**src/rtl/tinynpu_seq_ctrl.sv**
```systemverilog
// TinyNPU multi-layer sequencer: LOAD -> MAC -> DRAIN -> (WB -> LOAD)* -> OUT -> DONE.
// Control outputs decode directly from state; OUT holds out_val and its lane while out_rdy is low.
module tinynpu_seq_ctrl #(
  parameter int SIZE       = 4,
  parameter int MAC_LAT    = 3,
  parameter int MAX_LAYERS = 8,
  localparam int LW = $clog2(MAX_LAYERS) + 1,
  localparam int SW = $clog2(SIZE)
) (
  input  logic          clk,
  input  logic          rst,
  input  logic          start,
  input  logic [LW-1:0] cfg_layers,
  input  logic          d2c_x_load_val,
  input  logic          d2c_w_load_val,
  input  logic [SW-1:0] d2c_w_load_sel,
  input  logic          d2c_mac_go,
  input  logic          d2c_x_fifo_empty,
  input  logic [SIZE-1:0] d2c_w_fifo_empty,
  input  logic          out_rdy,
  output logic          c2d_x_sel,
  output logic          c2d_x_fifo_wen,
  output logic [SIZE-1:0] c2d_w_fifo_wen,
  output logic          c2d_istream_val,
  output logic          c2d_x_fifo_ren,
  output logic          c2d_w_fifo_ren,
  output logic          c2d_ostream_req,
  output logic [SW-1:0] c2d_ostream_sel,
  output logic          c2d_mac_rst,
  output logic          out_val,
  output logic          busy,
  output logic          done,
  output logic [LW-1:0] layer_idx,
  output logic [3:0]    trace_state
);

  typedef enum logic [2:0] {
    IDLE  = 3'd0,
    LOAD  = 3'd1,
    MAC   = 3'd2,
    DRAIN = 3'd3,
    WB    = 3'd4,
    OUT   = 3'd5,
    DONE  = 3'd6
  } state_t;

  localparam int CW = $clog2(MAC_LAT) + 1;
  localparam logic [CW-1:0] LAT_LAST  = CW'(MAC_LAT - 1);
  localparam logic [SW:0]   LANE_LAST = (SW+1)'(SIZE - 1);
  localparam logic [SW:0]   LANE_END  = (SW+1)'(SIZE);
  localparam logic [LW-1:0] MAX_L     = LW'(MAX_LAYERS);

  state_t        state, state_nxt;
  logic [CW-1:0] lat_cnt;
  logic [SW:0]   lane;
  logic [LW-1:0] layers;
  logic [LW-1:0] cfg_clamped;
  logic          empty;
  logic          more_layers;

  assign empty       = d2c_x_fifo_empty & (&d2c_w_fifo_empty);
  assign cfg_clamped = (cfg_layers == '0)   ? LW'(1) :
                       (cfg_layers > MAX_L) ? MAX_L  : cfg_layers;
  assign more_layers = layer_idx < (layers - LW'(1));
  assign busy        = (state != IDLE);
  assign trace_state = {1'b0, state};

  always_ff @(posedge clk or negedge rst) begin
    if (!rst) state <= IDLE;
    else      state <= state_nxt;
  end

  always_ff @(posedge clk or negedge rst) begin
    if (!rst) begin
      lat_cnt   <= '0;
      lane      <= '0;
      layers    <= '0;
      layer_idx <= '0;
    end else begin
      lat_cnt <= (state == DRAIN && state_nxt == DRAIN) ? lat_cnt + 1'b1 : '0;
      // Lane restarts from 0 on every state change so each WB/OUT pass begins at lane 0.
      if (state_nxt != state)
        lane <= '0;
      else if (state == WB || (state == OUT && out_rdy))
        lane <= lane + 1'b1;
      if (state == IDLE && start) begin
        layers    <= cfg_clamped;
        layer_idx <= '0;
      end else if (state == WB && lane == LANE_END) begin
        layer_idx <= layer_idx + 1'b1;
      end
    end
  end

  always_comb begin
    state_nxt       = state;
    c2d_x_sel       = 1'b0;
    c2d_x_fifo_wen  = 1'b0;
    c2d_w_fifo_wen  = '0;
    c2d_istream_val = 1'b0;
    c2d_x_fifo_ren  = 1'b0;
    c2d_w_fifo_ren  = 1'b0;
    c2d_ostream_req = 1'b0;
    c2d_ostream_sel = '0;
    c2d_mac_rst     = 1'b0;
    out_val         = 1'b0;
    done            = 1'b0;
    case (state)
      IDLE: if (start) state_nxt = LOAD;
      LOAD: begin
        for (int i = 0; i < SIZE; i++)
          c2d_w_fifo_wen[i] = d2c_w_load_val && (d2c_w_load_sel == SW'(i));
        // Layers after the first take x from the writeback path, not the host.
        c2d_x_fifo_wen = d2c_x_load_val && (layer_idx == '0);
        if (d2c_mac_go) state_nxt = MAC;
      end
      MAC: begin
        c2d_istream_val = ~empty;
        c2d_x_fifo_ren  = ~empty;
        c2d_w_fifo_ren  = ~empty;
        if (empty) state_nxt = DRAIN;
      end
      DRAIN: begin
        if (lat_cnt == LAT_LAST) begin
          c2d_ostream_req = 1'b1;
          state_nxt       = more_layers ? WB : OUT;
        end
      end
      WB: begin
        c2d_x_sel = 1'b1;
        if (lane == LANE_END) begin
          c2d_mac_rst = 1'b1;
          state_nxt   = LOAD;
        end else begin
          c2d_x_fifo_wen  = 1'b1;
          c2d_ostream_sel = lane[SW-1:0];
        end
      end
      OUT: begin
        out_val         = 1'b1;
        c2d_ostream_sel = lane[SW-1:0];
        if (out_rdy && lane == LANE_LAST) state_nxt = DONE;
      end
      DONE: begin
        done        = 1'b1;
        c2d_mac_rst = 1'b1;
        state_nxt   = IDLE;
      end
      default: state_nxt = IDLE;
    endcase
  end

endmodule

```
**config.mk**
```make
export PLATFORM = sky130hd
export DESIGN_NAME = tinynpu_seq_ctrl
export DESIGN_NICKNAME = d
export VERILOG_FILES = /design/src/rtl/tinynpu_seq_ctrl.sv
export SDC_FILE = /design/constraint.sdc
export NUM_CORES = 1
export LEC_CHECK = 0
export ABC_CLOCK_PERIOD_IN_PS = 3880
export BUFFER_PORTS_ARGS = -buffer_cell sky130_fd_sc_hd__buf_2
export CAP_MARGIN = 0
export CORE_ASPECT_RATIO = 0.8
export CORE_MARGIN = 1
export CORE_UTILIZATION = 50
export DETAILED_ROUTE_END_ITERATION = 10
export GPL_ROUTABILITY_DRIVEN = 0
export GPL_TIMING_DRIVEN = 0
export MAX_ROUTING_LAYER = met4
export PLACE_DENSITY = 0.75
export RECOVER_POWER = 25
export SYNTH_ARGS = -nofsm -noshare
export SYNTH_HDL_FRONTEND = slang
export SYNTH_SLANG_ARGS = --single-unit
```
**constraint.sdc**
```tcl
create_clock -name clk -period 3.88 [get_ports clk]
set_input_delay 0.776 -clock clk [delete_from_list [all_inputs] [get_ports clk]]
set_output_delay 0.776 -clock clk [all_outputs]
set_load 0.05 [all_outputs]
```
Word level (Yosys, flattened, before mapping). Index checks and enable logic that the tools add are counted.

Bits in registers: 17. Input bits: 18. Output and inout bits: 24. Word-level logic and storage cells: 74.

$add $sub $neg: 4. Order comparisons: 2. Equality and inequality tests: 14. Multiplexer cells: 28. Bitwise logic cells: 2. Reduce and logical (&&, ||, !) cells: 19.

Operators with widths (number): two-way mux 3 bit (9); two-way mux 4 bit (5); one-hot mux 3 bit (6 select lines) (1); equality test 3 x 2 -> 1 bit, second input constant (5); equality test 3 bit, second input constant (4); logical AND 1 bit (10); two-way mux 1 bit (9); logical NOT 4 bit (2); adder 3 x 1 -> 3 bit, second input constant (2); adder 4 x 1 -> 4 bit, second input constant (1); equality test 2 bit, second input constant (2); greater-than comparator 4 bit, second input constant (1); < comparator 4 bit (1); one-hot mux 1 bit (2 select lines) (2); one-hot mux 2 bit (2 select lines) (1); AND reduction 4 bit (1); nonzero test 2 bit (2); subtractor 4 x 1 -> 4 bit, second input constant (1); equality test 3 x 1 -> 1 bit, second input constant (1); logical NOT 3 bit (1); inequality test 3 bit (1); nonzero test 3 bit (1); equality test 2 x 1 -> 1 bit, second input constant (1); logical NOT 2 bit (1); other kinds (4) (4).

Logic depth before layout (Yosys ltp). Gate-level depths: netlist of the first run.

Depth after elaboration: 8. Mapped depth: 8. Depth with buffers taken out: 8.

Worst setup path after synthesis of the first run. OpenSTA, ideal clock, no wires.

Kind: input -> output. Start point: input port d2c_w_fifo_empty[3]. End point: output port c2d_w_fifo_ren. Data arrival time: 2721 ps. Required time: 3104 ps. Path slack: 383 ps. Cell stages on the path: 4. Path buffers: 1. Cell sequence: and3_1 a31o_2 nor3_1 buf_4.

Cells in the longest elaborated chain, start to end: 4.

RTL lines: start: declaration (line 19) `input logic [SIZE-1:0] d2c_w_fifo_empty,`; AND reduction 4 bit (line 61) `assign empty = d2c_x_fifo_empty & (&d2c_w_fifo_empty);`; AND 1 bit (line 61); inverter 1 bit; two-way mux 1 bit; end: declaration (line 26) `output logic c2d_w_fifo_ren,`.

No other way between the ends.

Worst setup path in the final report of the first run.
Start point: input port d2c_w_fifo_empty[3]. End point: output port c2d_x_fifo_ren.

Cells in the longest elaborated chain, start to end: 4.

RTL lines: AND reduction 4 bit (line 61); AND 1 bit (line 61); inverter 1 bit (line 119) `c2d_x_fifo_ren = ~empty;`; two-way mux 1 bit (line 108) `case (state)`; end: declaration (line 25) `output logic c2d_x_fifo_ren,`.

No other way between the ends.

==> results of run 1 <==
-- state kept, by name, indices dropped and copies added, names as in the netlist --
register and count:
lat_cnt 3, lane 3, layer_idx 4, state 3, layers 4
-- area by class of cell --
cell class,count,share of cell area (%)
plain buffers,6,3.08
clock buffers,3,1.50
clock inverters,1,0.333
inverters,13,3.25
multi-input cells,103,48.2
flip-flops and latches,17,28.3
well taps,25,2.08
repair buffers,40,13.2
-- power by group --
part | internal [mW] | total, mW | switching, mW
sequential | 0.221 | 0.276 | 0.0545
clock | 0.0383 | 0.0984 | 0.0600
combinational | 0.188 | 0.571 | 0.383
total | 0.448 | 0.945 | 0.498
-- metal layers --
layer	wire, um	vias to the layer above	share of wire (%)
li1	-	570	-
met1	1360	510	50
met2	1200	39	44
met3	161	2	5.9
met4	12	0	0.44
met5	0	-	0
-- synthesized netlist by cell type, types with 2 or more instances --
master     n  area [um^2]
o21ai_1    4         20.0
buf_4      4         30.0
and3_1     3         18.8
nand4_1    3         18.8
nand2b_1   2         12.5
xnor2_1    4         35.0
dfrtp_1   17          425
nor2b_1    2         12.5
inv_2      2         7.51
nor3_2     3         30.0
xor2_1     2         17.5
ha_1      11          138
nor3_1     6         30.0
nand2_1   10         37.5
a21oi_1    2         10.0
o21ai_0    6         30.0
o21ai_2    2         17.5
inv_1     11         41.3
nor2_1    15         56.3
nand3_1    4         20.0
mux2i_1    2         20.0
-- per-stage QoR --
step | hold WS [ns] | worst slack (ns) | cells
floorplan | 0.430 | 0.383 | 139
global placement | 0.445 | 1.14 | 204
detailed placement | 0.458 | 1.11 | 204
CTS | 0.391 | 1.11 | 208
global route | 0.511 | 0.983 | 208
finish | 0.467 | 1.09 | 208
-- cells by family after synthesis --
group	count (synthesis)
other	1
buffers and inverters	19
xor gates and xnor gates	6
AOI/OAI and AO/OA	22
muxes	3
adders and majority gates	11
and+or+nand+nor	60
DFF	17
-- worst max path at each step --
stage                         from        endpoint  slack [ns]  depth (start not counted)
3_5_place_dp   d2c_w_fifo_empty[3]  c2d_x_fifo_ren        1.11                          6
2_1_floorplan  d2c_w_fifo_empty[3]  c2d_w_fifo_ren        0.38                          4
3_3_place_gp   d2c_w_fifo_empty[3]  c2d_w_fifo_ren        1.14                          6
4_1_cts        d2c_w_fifo_empty[3]  c2d_x_fifo_ren        1.11                          6
6_report       d2c_w_fifo_empty[3]  c2d_x_fifo_ren        1.09                          6
5_1_grt        d2c_w_fifo_empty[3]  c2d_x_fifo_ren        0.98                          6
==> summary.md, run 1 <==
| Metric | Value |
|---|---|
| Post-CTS setup buffers | `0` |
| # fillers | `196` |
| Mapped Cells | `roughly 140` |
| CP max-delay cell | `nor3_1` |
| Cell mode on critical path | `buf_2` |
| Post-synth ARST share | `100%` |
| Chip Width | `about 58 um` |
| Max FO, Critical Path | `3` |
| Number of buffer and inverter stages on the critical path | `3` |
| Hold wc startpoint | `lat_cnt[0]` |
| Vias per cell | `about 5.4` |
| Routed Antenna Nets | `0` |
| Routed WL | `approximately 2700 um` |
| Fin crit share | `approximately 72%` |
| Post-DP HPWL | `roughly 2200 um` |
| Mux cell area share after synthesis | `2.51%` |
| Met2 usage | `37.7%` |
| PostCTS Resize Cnt | `0` |
| Leading cell type in the layout, fill and taps excluded | `buf_2` |
| Antenna violations before repair | `0` |
| CTS sink count | `17` |
| Final antenna diode count | `0` |
| Worst hold path cell count | `1` |
| Reg2reg path depth | `8` |
| Max_cap viols | `0` |
| First-pass DRT Iterations | `7` |
| Clk_lat worst skew | `~0.29 ns` |
| Final Instance Area | `1500 um^2` |
| Syn nets | `roughly 170` |
| Finish-stage setup viols | `0` |
| Reg2Reg Launch Point | `layers[0]` |
| Die area | `roughly 2700 um^2` |
| # DRC | `5` |
| Total number of vias | `around 1100` |
| Fmax | `approximately 0.36 GHz` |
| Combinational family with the most area after synthesis | `simple AND/OR/NAND/NOR gates` |
| Hold Path Class | `flip-flop to flip-flop` |
| Avg Cell Area, Syn | `roughly 9.0 um^2` |
| Hold-fix buffers, CTS | `0` |
| Nets | `~210` |
| Adder-cell share of the synthesized area | `between 10% and 20%` |
| CTS tree | `built` |
| Commonest cells after routing, fill and taps aside | `40 x buf_2, 17 x dfrtp_1, 15 x nor2_1` |
| Worst reg2reg setup slack | `~2.2 ns` |
| GR Util met3 | `between 2 and 3%` |
| Grt met1 use | `a little under a third` |
| Max Slew Vio Count | `0` |
| Shortest period the worst path allows | `around 2.8 ns` |
| Synthesized-area fraction occupied by and/or/nand/nor cells | `28.0%` |
| Synth Area in Compound Gates | `between 10% and 20%` |
| Placed Area | `roughly 1500 um^2` |
| Initial Utilization | `55.3%` |
| Startpoint types | `input pin` |
| Crit Path Category | `input pin to output pin` |
| Post-Synth XOR/XNOR Area | `4.22%` |
| Setup TNS | `0 ns` |
| Violated checks | `DRC` |
| Area delta synth->final | `20.7%` |
| Synth warnings | `0` |
| Seq/Total Area, Yosys | `about a third` |
| Port Buf Inserts | `40` |
| Cell family contributing the most delay on the critical path | `buffers and inverters` |
| Wire per inst | `around 13 um` |
| Maximum VDD drop | `roughly 0.34 mV` |
| Gr busiest metal | `met2` |
| Row count | `15` |
| Initial DRC Count | `30` |
| Status | `complete, but fails checks` |
| Synth Cell Area | `around 1200 um^2` |
| Endpoint, Worst Hold | `lat_cnt[0]` |
| Top-level port count | `42` |
| First-pass GRT wire length | `about 4500 um` |
| Clk pin slew, worst setup/hold paths | `0.11 ns` |
| Final Core Density | `between 60% and 70%` |
| Tot GR Track Use | `23.1%` |
| Multi-input combinational cell area | `slightly above 700 um^2` |
| RSZ-0062 raised after global routing | `no` |
| Final Hold Vio Count | `0` |
| Largest buffer count on any clock path | `2` |
| Slew margin rel. | `between 30% and 40%` |
| Pwr/cell area | `629 nW/um^2` |
| Worst R2R End | `state[0]` |
| P_leak | `between 0.7 and 0.8 nW` |
| Skew final | `between 0.002 and 0.003 ns` |
| Worst EP arrival | `2.01 ns` |
| FF+latch area | `about 430 um^2` |
| CP endpoint kind | `output pin` |
| Post-synth EDFFs | `0` |
| Ys flop type | `dfrtp_1` |
| Core area | `between 2000 and 2500 um^2` |
| #FFs+latches synth | `17` |
| Die height | `approximately 47 um` |
| Yosys cell types | `45` |
| Root Buffer | `clkbuf_4` |
| Largest net degree at the start of global routing | `18` |
| Share of cells above drive strength 1 | `between 30 and 40%` |
| Max incr delay on CP | `0.27 ns` |
| Critical-path cell list | `buf_2 -> and3_1 -> a31o_2 -> nor3_1 -> buf_4 -> buf_2` |
| Vias in the first global route | `around 1000` |
| GR Overflow Total | `0` |
| Worst-Margin Slew | `approximately 0.96 ns` |
| Total Power | `between 0.9 and 1 mW` |
| Critical Path RT | `a little over 3 ns` |
| Num CTS Buffers | `3` |
| H-tree depth | `1` |
Note: power is estimated with default switching activity, not from simulation.
==> inputs of run 2 (changes only) <==
--- a/config.mk
+++ b/config.mk
@@ -5,17 +5,18 @@
 export SDC_FILE = /design/constraint.sdc
 export NUM_CORES = 1
 export LEC_CHECK = 0
-export ABC_CLOCK_PERIOD_IN_PS = 3880
+export ABC_AREA = 1
+export ABC_CLOCK_PERIOD_IN_PS = 2340
 export BUFFER_PORTS_ARGS = -buffer_cell sky130_fd_sc_hd__buf_2
 export CAP_MARGIN = 0
 export CORE_ASPECT_RATIO = 0.8
 export CORE_MARGIN = 1
-export CORE_UTILIZATION = 50
+export CORE_UTILIZATION = 44
 export DETAILED_ROUTE_END_ITERATION = 10
 export GPL_ROUTABILITY_DRIVEN = 0
 export GPL_TIMING_DRIVEN = 0
 export MAX_ROUTING_LAYER = met4
-export PLACE_DENSITY = 0.75
+export PLACE_DENSITY = 0.7
 export RECOVER_POWER = 25
 export SYNTH_ARGS = -nofsm -noshare
 export SYNTH_HDL_FRONTEND = slang
==> constraint.sdc (replaced) <==
create_clock -name clk -period 2.34 [get_ports clk]
set_input_delay 0.468 -clock clk [delete_from_list [all_inputs] [get_ports clk]]
set_output_delay 0.468 -clock clk [all_outputs]
set_load 0.05 [all_outputs]
==> summary.md, run 2 <==
| Metric | Value |
|---|---|
| RSZ-0062 raised after global routing | `no (unchanged)` |
| Die height | `48.9 um (was 46.6 um)` |
| CTS tree | `built (unchanged)` |
| Placed Area | `1490 um^2 (was 1480 um^2)` |
| CTS sink count | `17 (unchanged)` |
| PostCTS Resize Cnt | `0 (unchanged)` |
| # fillers | `263 (was 196)` |
| Fin worst setup slack | `0.136 ns (was 1.09 ns)` |
| Critical-path cell list | `inv_1 -> nand2_2 -> nor2_1 -> inv_1 -> nor4_2 -> buf_2 (was buf_2 -> and3_1 -> a31o_2 -> nor3_1 -> buf_4 -> buf_2)` |
| Post-synth EDFFs | `0 (unchanged)` |
| Die area | `2960 um^2 (was 2690 um^2)` |
| Vias in the first global route | `1093 (was 996)` |
| Slew margin rel. | `41.0% (was 35.7%)` |
| Tot GR Track Use | `20.6% (was 23.1%)` |
| Max FO, Critical Path | `6 (was 3)` |
| Leading cell type in the layout, fill and taps excluded | `buf_2 (unchanged)` |
| Syn nets | `195 (was 168)` |
| Chip Width | `60.6 um (was 57.8 um)` |
| Core area | `2520 um^2 (was 2250 um^2)` |
| Largest buffer count on any clock path | `2 (unchanged)` |
| Setup WS pre-CTS | `0.382 ns (was 1.11 ns)` |
| Worst-Margin Slew | `0.886 ns (was 0.964 ns)` |
| Area delta synth->final | `26.0% (was 20.7%)` |
| Share of cells above drive strength 1 | `33.3% (was 36.6%)` |
| Top-level port count | `42 (unchanged)` |
| Initial Utilization | `47.9% (was 55.3%)` |
| Post-CTS setup buffers | `0 (unchanged)` |
| Ys flop type | `dfrtp_1 (unchanged)` |
| Total number of vias | `1138 (was 1121)` |
| GR Overflow Total | `0 (unchanged)` |
| Multi-input combinational cell area | `653 um^2 (was 724 um^2)` |
| Status | `finished, final reports clean (was complete, but fails checks)` |
| Initial DRC Count | `24 (was 30)` |
| Synth warnings | `0 (unchanged)` |
| Final Instance Area | `1520 um^2 (was 1500 um^2)` |
| Total Power | `1.47 mW (was 0.945 mW)` |
| Max_cap viols | `0 (unchanged)` |
| #FFs+latches synth | `17 (unchanged)` |
| Count leader, synth | `inv_1 (was dfrtp_1)` |
| First-pass DRT Iterations | `4 (was 7)` |
| Wire per inst | `10.6 um (was 13.1 um)` |
| Hold-fix buffers, CTS | `0 (unchanged)` |
| Hold Path Class | `input pin to asynchronous set/reset pin (was flip-flop to flip-flop)` |
| Synth Cell Area | `1210 um^2 (was 1240 um^2)` |
| Pwr/cell area | `968 nW/um^2 (was 629 nW/um^2)` |
| Crit Path Category | `flip-flop to output pin (was input pin to output pin)` |
| Mapped Cells | `166 (was 139)` |
| Fmax | `roughly 0.45 GHz` |
| CP max-delay cell | `dfrtp_1 (was nor3_1)` |
| Cell mode on critical path | `inv_1 (was buf_2)` |
| FF+latch area | `427 um^2 (was 425 um^2)` |
| Vias per cell | `4.63 (was 5.39)` |
| Row count | `16 (was 15)` |
| H-tree depth | `1 (unchanged)` |
| Startpoint types | `flip-flop (was input pin)` |
| Final Hold Vio Count | `0 (unchanged)` |
| Shortest period the worst path allows | `roughly 2.2 ns` |
| Final Core Density | `60.4% (was 66.7%)` |
| Critical Path RT | `1.87 ns (was 3.10 ns)` |
| Worst EP arrival | `1.74 ns (was 2.01 ns)` |
| # DRC | `0 (was 5)` |
| Cell family contributing the most delay on the critical path | `buffers and inverters (unchanged)` |
| Top post-synthesis cells by count | `34 x inv_1, 31 x nand2_1, 17 x dfrtp_1 (was 17 x dfrtp_1, 15 x nor2_1, 11 x ha_1, 11 x inv_1, 10 x nand2_1)` |
| Number of buffer and inverter stages on the critical path | `3 (unchanged)` |
| Maximum VDD drop | `0.388 mV (was 0.336 mV)` |
| Area fraction of the dominant cell type after synthesis | `35.2% (was 34.2%)` |
| Fin crit share | `between 90% and 100%` |
| Num CTS Buffers | `3 (unchanged)` |
| Largest net degree at the start of global routing | `18 (unchanged)` |
| Largest cells by area after synthesis | `dfrtp_1 35%, ha_1 11%, inv_1 11% (was dfrtp_1 34%, ha_1 11%, nor2_1 4.5%)` |
| Nets | `240 (was 213)` |
| Clk pin slew, worst setup/hold paths | `0.09 ns (was 0.11 ns)` |
| First-pass GRT wire length | `4540 um (was 4490 um)` |
| Root Buffer | `clkbuf_4 (unchanged)` |
| Final antenna diode count | `0 (unchanged)` |
| Routed Antenna Nets | `0 (unchanged)` |
| Skew final | `0.00114 ns (was 0.00277 ns)` |
| Seq/Total Area, Yosys | `35.2% (was 34.2%)` |
| Max Slew Vio Count | `0 (unchanged)` |
| Commonest cells after routing, fill and taps aside | `36 x buf_2, 34 x inv_1, 31 x nand2_1 (was 40 x buf_2, 17 x dfrtp_1, 15 x nor2_1)` |
| Post-DP HPWL | `2170 um (was 2210 um)` |
| CP endpoint kind | `output pin (unchanged)` |
| Port Buf Inserts | `40 (unchanged)` |
| Routed WL | `2610 um (was 2730 um)` |
| P_leak | `0.859 nW (was 0.787 nW)` |
| Top Registers | `layer_idx (4), layers (4) (unchanged)` |
| Finish-stage setup viols | `0 (unchanged)` |
| Post-synth ARST share | `100% (unchanged)` |
| Antenna violations before repair | `0 (unchanged)` |
| Clk_lat worst skew | `0.29 ns (about the same)` |
| Yosys top cell by area | `dfrtp_1 (unchanged)` |
| Yosys cell types | `25 (was 45)` |
| Avg Cell Area, Syn | `7.28 um^2 (was 8.96 um^2)` |
| Max incr delay on CP | `0.45 ns (was 0.27 ns)` |
run 2: cell types whose count changed after synthesis, sizes merged, moves of 3 or more:
cell,change
buf,-3
nand2,+28
and3,-3
nor3,-5
nor2b,-3
nor2,+5
inv,+25
run 2: final cells by class:
cell class,instances,area share [%]
timing repair buffer,40,13.6
clock buffer,4,1.73
sequential,17,28.0
multi-input combinational,108,42.9
tap,36,2.96
buffer,3,1.48
inverter,38,9.37
run 2: worst paths after layout:
path	start	to	slack, ns	cells past startpoint
hold reg to reg	lat_cnt[0]	lat_cnt[0]	0.46	1
min in group clk	cfg_layers[2]	layers[2]	0.43	3
setup / recovery	state[1]	c2d_w_fifo_wen[3]	0.14	6
setup reg to reg	layers[0]	lane[0]	0.68	12
max in group asynchronous	rst	state[2]	1.48	1
hold / removal	rst	layer_idx[2]	0.26	1
run 2: where the power goes:
part	leakage [nW]	internal, mW	total, mW	switching [mW]
registers	0.225	0.357	0.424	0.0668
logic	0.619	0.271	0.891	0.620
clock network	0.0150	0.0664	0.158	0.0915
total	0.859	0.695	1.47	0.778
run 2: per-stage QoR:
stage	TNS [ns]	hold slack (ns)	cells
6_report	0	0.262	246
3_3_place_gp	0	0.405	242
4_1_cts	0	0.0840	246
5_1_grt	0	0.334	246
3_5_place_dp	0	0.408	242
2_1_floorplan	-1.23	0.172	166
run 2: cells by family after synthesis:
logic type | share of synthesized area (%)
buffers and inverters | 13.7
AO/OA/AOI/OAI | 8.70
XOR/XNOR | 2.90
adder cells (fa/ha/maj) | 11.4
other | 0.310
AND/OR/NAND/NOR | 27.8
flip-flops | 35.2
run 2: routing by layer:
layer	track usage [%]	share of wire, %	up-vias
li1	-	-	599
met5	-	0	-
met1	25.0	47	510
met2	34.4	48	27
met4	2.65	0.35	0
met3	6.10	4.8	2
